$ cat src/rtl/mandel_dispatch.sv
// mandel_dispatch: walks a frame in raster order, launching the solver once per pixel
// and forwarding each iteration result to frame memory through a valid/ready write port.
module mandel_dispatch #(
  parameter int H_PIXELS = 640,
  parameter int V_PIXELS = 480
) (
  input  logic        i_clk,
  input  logic        i_rst_n,
  input  logic        i_start,
  input  logic [26:0] i_cr_min,
  input  logic [26:0] i_ci_max,
  input  logic [26:0] i_dcr,
  input  logic [26:0] i_dci,
  input  logic [12:0] i_max_iter,
  output logic        o_solver_reset,
  output logic [26:0] o_solver_cr,
  output logic [26:0] o_solver_ci,
  output logic [12:0] o_solver_max_iter,
  input  logic [12:0] i_solver_iter,
  input  logic        i_solver_done,
  output logic        o_wr_valid,
  input  logic        i_wr_ready,
  output logic [18:0] o_wr_addr,
  output logic [12:0] o_wr_data,
  output logic        o_busy,
  output logic        o_frame_done,
  output logic [31:0] o_frame_cycles
);
  typedef enum logic [2:0] {IDLE, LAUNCH, SETTLE, WAIT, WRITE, ADVANCE, DONE} state_t;
  state_t r_state, w_next;
  logic [15:0] r_x, r_y;
  logic [18:0] r_pix, r_addr;
  logic [26:0] r_cr_min, r_dcr, r_dci, r_cr, r_ci;
  logic [12:0] r_mi, r_data;
  logic [31:0] r_cnt, r_fc;
  logic w_last_x, w_last_y, w_go;
  assign w_last_x = r_x == 16'(H_PIXELS - 1);
  assign w_last_y = r_y == 16'(V_PIXELS - 1);
  assign w_go = r_state == IDLE && i_start;
  assign o_solver_cr = r_cr;
  assign o_solver_ci = r_ci;
  assign o_solver_max_iter = r_mi;
  assign o_wr_addr = r_addr;
  assign o_wr_data = r_data;
  assign o_frame_cycles = r_fc;
  always_ff @(posedge i_clk or negedge i_rst_n)
    if (!i_rst_n) r_state <= IDLE;
    else r_state <= w_next;
  always_comb begin
    w_next = r_state;
    case (r_state)
      IDLE:    if (i_start) w_next = LAUNCH;
      LAUNCH:  w_next = SETTLE;
      SETTLE:  w_next = WAIT;
      WAIT:    if (i_solver_done) w_next = WRITE;
      WRITE:   if (i_wr_ready) w_next = ADVANCE;
      ADVANCE: w_next = (w_last_x && w_last_y) ? DONE : LAUNCH;
      default: w_next = IDLE;
    endcase
  end
  always_comb begin
    o_solver_reset = r_state == LAUNCH;
    o_wr_valid = r_state == WRITE;
    o_frame_done = r_state == DONE;
    o_busy = r_state != IDLE;
  end
  // r_pix tracks y*H_PIXELS+x incrementally since pixels are visited in raster order
  always_ff @(posedge i_clk or negedge i_rst_n)
    if (!i_rst_n) begin
      r_x <= '0;
      r_y <= '0;
      r_pix <= '0;
      r_addr <= '0;
      r_data <= '0;
      r_cr_min <= '0;
      r_dcr <= '0;
      r_dci <= '0;
      r_cr <= '0;
      r_ci <= '0;
      r_mi <= '0;
      r_cnt <= '0;
      r_fc <= '0;
    end else begin
      if (w_go) begin
        r_cr_min <= i_cr_min;
        r_dcr <= i_dcr;
        r_dci <= i_dci;
        r_mi <= i_max_iter;
        r_cr <= i_cr_min;
        r_ci <= i_ci_max;
        r_x <= '0;
        r_y <= '0;
        r_pix <= '0;
      end
      if (r_state == WAIT && i_solver_done) begin
        r_data <= i_solver_iter;
        r_addr <= r_pix;
      end
      if (r_state == ADVANCE && !(w_last_x && w_last_y)) begin
        r_pix <= r_pix + 19'd1;
        r_x <= w_last_x ? '0 : r_x + 16'd1;
        r_y <= w_last_x ? r_y + 16'd1 : r_y;
        r_cr <= w_last_x ? r_cr_min : r_cr + r_dcr;
        r_ci <= w_last_x ? r_ci - r_dci : r_ci;
      end
      if (w_go) r_cnt <= '0;
      else if (r_state != IDLE && r_cnt != '1) r_cnt <= r_cnt + 32'd1;
      if (r_state == DONE) r_fc <= r_cnt;
    end
endmodule

$ cat config.mk
export PLATFORM = sky130hd
export DESIGN_NAME = mandel_dispatch
export DESIGN_NICKNAME = d
export VERILOG_FILES = /design/src/rtl/mandel_dispatch.sv
export SDC_FILE = /design/constraint.sdc
export NUM_CORES = 1
export LEC_CHECK = 0
export CAP_MARGIN = 20
export CORE_UTILIZATION = 58
export DETAILED_ROUTE_END_ITERATION = 6
export PLACE_DENSITY = 0.85
export SETUP_SLACK_MARGIN = 0.02
export SYNTH_ARGS = -nofsm -noshare
export SYNTH_HDL_FRONTEND = slang
export SYNTH_SLANG_ARGS = --single-unit
$ cat constraint.sdc
create_clock -name i_clk -period 8.13 [get_ports i_clk]
set_input_delay 1.626 -clock i_clk [delete_from_list [all_inputs] [get_ports i_clk]]
set_output_delay 1.626 -clock i_clk [all_outputs]
set_load 0.05 [all_outputs]
==> flow_metrics.py <==
metrics = {
    "logic_synthesis": {
        "yosys_warnings": 0,
        "ys_seq_elements": 298,
        "async_flop_share": 1.00,
        "syn_area_um2": 15500,
        "synth_nets": 1864,
        "yosysUniqueCellTypes": 71,
        "yosysSeqAreaShare": 0.481,
        "synth-edff-count": 0,
        "synth_top_flop_cell": "dfrtp_1",
        "synth_area_per_cell_um2": 9.30,
        "postSynthCellCount": 1667,
    },
    "global_routing": {
        "grt_use_met3": 0.0564,
        "met1_usage": 0.401,
        "grt_pass1_wl_mm": 65.8,
        "grt_start_max_net_pins": 173,
        "met2_usage": 0.496,
        "gr-total-overflow": 0,
        "grt_pass1_vias": 13100,
        "top_usage_layer": "met2",
        "antenna_found_initial": 0,
        "grt.total_usage": 0.299,
    },
    "cells_and_area": {
        "fin_nets": 2109,
        "syn_to_final_growth_pct": 26.2,
        "drive_gt1_frac": 0.0842,
        "postLayoutCellArea_um2": 19600,
        "final_cell_mix": "nand2_1 (373), dfrtp_1 (298), clkdlybuf4s50_1 (272), o21ai_0 (133), nor2_1 (110)",
        "layout_commonest_cell": "nand2_1",
        "n_antenna_cell": 0,
    },
    "die": {
        "core_um2": 26100,
        "io_pins": 274,
        "die_h_um": 165,
        "die_w_um": 165,
        "core.rowCount": 59,
        "die-area_um2": 27400,
        "initial_core_util": 0.593,
    },
    "setup_path": {
        "crit_family": "buffers and inverters",
        "r2r_end": "o_solver_ci[23]",
        "critPathMaxFanout": 104,
        "worst_ep_arrival_time_ns": 4.86,
        "crit_path_end_kind": "flop",
        "cp_slowest_stage_delay_ns": 0.91,
        "path_class": "input pin to flop",
        "regToRegStartpoint": "r_state[2]",
        "crit_buf_inv": 3,
        "cp_slowest_cell": "buf_4",
        "cp_cell_sequence": "clkdlybuf4s50_1 -> and2_4 -> buf_4 -> o21ai_2 -> buf_4 -> or3_1 -> mux2i_1 -> a221o_1",
        "r2r_setup_slack_ns": 4.29,
        "worst_ep_required_time_ns": 8.62,
        "path_common_cell": "buf_4",
        "reg2regPathDepth": 8,
        "worstSetupStartpointType": "input pin",
    },
    "detailed_routing": {
        "wl_mm": 40.9,
        "vias": 13300,
        "ant_nets": 0,
        "first_pass_iters": 7,
        "drc": 54,
        "wire_per_inst_um": 18.0,
        "viasPerCell": 5.85,
        "drt_iter0_drc": 1149,
    },
    "timing": {
        "setup-tns-final_ns": 0,
        "slew_viol_final": 0,
        "final-hold-violation-count": 0,
        "worst_pin_slew_ns": 1.05,
        "fin_crit_sh": 0.539,
        "period_needed_ns": 4.38,
        "max_freq_mhz": 228,
        "holdWs_ns": 0.476,
        "slew-limit-headroom": 0.297,
        "rsz0062_at_grt": "no",
        "setup_viol": 0,
        "clock_skew_ns": 0.00910,
    },
    "worst_hold_path": {
        "hold_end": "o_solver_max_iter[9]",
        "hp-start": "o_solver_max_iter[9]",
        "hold_class": "flop to flop",
        "hold_path_depth": 2,
    },
    "status": {
        "status": "finished with violations",
        "failed_checks": "DRC",
    },
    "pwr": {
        "vdd_drop_max_mv": 0.398,
        "powerDensity_nw_per_um2": 438,
        "power.leakage_uw": 0.00907,
        "total_power_uw": 8560,
    },
    "clock_network": {
        "cts_tree": "yes",
        "cts_buffers": 31,
        "cts_setup_buffers": 0,
        "clk_latency_ns": 0.55,
        "clkTransAtPathRegs_ns": 0.06,
        "ctsHoldBuffers": 0,
        "cts_max_path_buffers": 3,
        "cts-htree-levels": 1,
        "cts_resized": 0,
        "cts_sinks": 298,
        "cts_root_buffer": "clkbuf_16",
    },
    "place": {
        "place_congestion": 0.920,
        "dpl-instance-area_um2": 18500,
        "portBuffers": 273,
        "hpwl_mm": 28.0,
    },
    "run": {
        "drv_cap": 0,
    },
}
==> worst max path at each step <==
stage | startpoint | to | slack (ns) | cells past startpoint
2_1_floorplan | r_state[0] | o_frame_done | 4.76 | 6
4_1_cts | i_start | o_solver_ci[23] | 3.74 | 8
5_1_grt | i_start | o_solver_ci[23] | 3.58 | 9
6_report | i_start | o_solver_ci[23] | 3.75 | 8
3_5_place_dp | i_start | o_solver_ci[23] | 3.17 | 8
3_3_place_gp | i_start | o_solver_ci[23] | 3.27 | 8
==> cells by family (layout without fill, tap and decap cells) <==
family,Yosys count,in the layout,share of synthesized area
AND/OR/NAND/NOR,670,670,0.196
flip-flops,298,298,0.481
buffers and inverters,125,394,0.0329
adder cells (fa/ha/maj),58,58,0.0478
AO/OA/AOI/OAI,370,370,0.150
multiplexers,63,63,0.0452
XOR/XNOR,83,83,0.0469
==> cells in the mapped netlist, types with 23 or more instances <==
master,n,share of area
xor2_1,43,0.024
nor2_1,112,0.027
xnor2_1,40,0.023
ha_1,56,0.045
nand2_1,375,0.091
a31oi_1,28,0.011
clkbuf_1,47,0.011
a21oi_1,82,0.026
nand3_1,39,0.013
o21ai_0,133,0.043
a21o_1,28,0.014
nor3_1,23,0.0074
mux2_2,56,0.041
dfrtp_1,298,0.48
inv_1,53,0.013
==> layer usage <==
layer	up-vias	share of wire
li1	6271	-
met1	6424	0.41
met2	510	0.48
met3	76	0.087
met4	0	0.022
met5	-	0
==> report_power, final <==
part	switching [uW]	total, uW	leakage [uW]	internal [uW]
combinational	2900	4680	0.00468	1780
sequential	373	2370	0.00386	2000
clock	601	1510	0.000537	912
total	3870	8560	0.00907	4690
==> through the flow <==
stage / std cells / utilization / worst slack (ns)
2_1_floorplan: 1667 / - / 4.76
3_3_place_gp: 2213 / 0.706 / 3.27
3_5_place_dp: 2214 / 0.707 / 3.17
4_1_cts: 2271 / 0.749 / 3.74
5_1_grt: 2271 / 0.749 / 3.58
6_report: 2271 / 0.749 / 3.75
==> area by class of cell <==
cell class,count,area [um^2]
fill,1825,6570
sequential,298,7460
tap,335,419
clock inverter,16,218
multi-input combinational,1244,7560
clock buffer,41,873
timing repair buffer,284,2840
inverter,53,199
==> worst register-to-register path, stage by stage (launching register included) <==
cell and delay [ns]:
dfrtp_1 0.46, nor3_2 0.55, and2_4 0.83, buf_4 0.94, o21ai_2 0.12, buf_4 0.28
or3_1 0.36, mux2i_1 0.13, a221o_1 0.12
==> sequential cells by signal (all words and copies together) (netlist names) <==
name               count
r_x                   16
r_pix                 19
o_solver_cr           27
o_wr_data             13
r_state                3
r_cr_min              27
o_solver_max_iter     13
r_dci                 27
r_cnt                 32
o_wr_addr             19
r_y                   16
o_solver_ci           27
r_dcr                 27
o_frame_cycles        32
(Power assumes the default switching activity.)
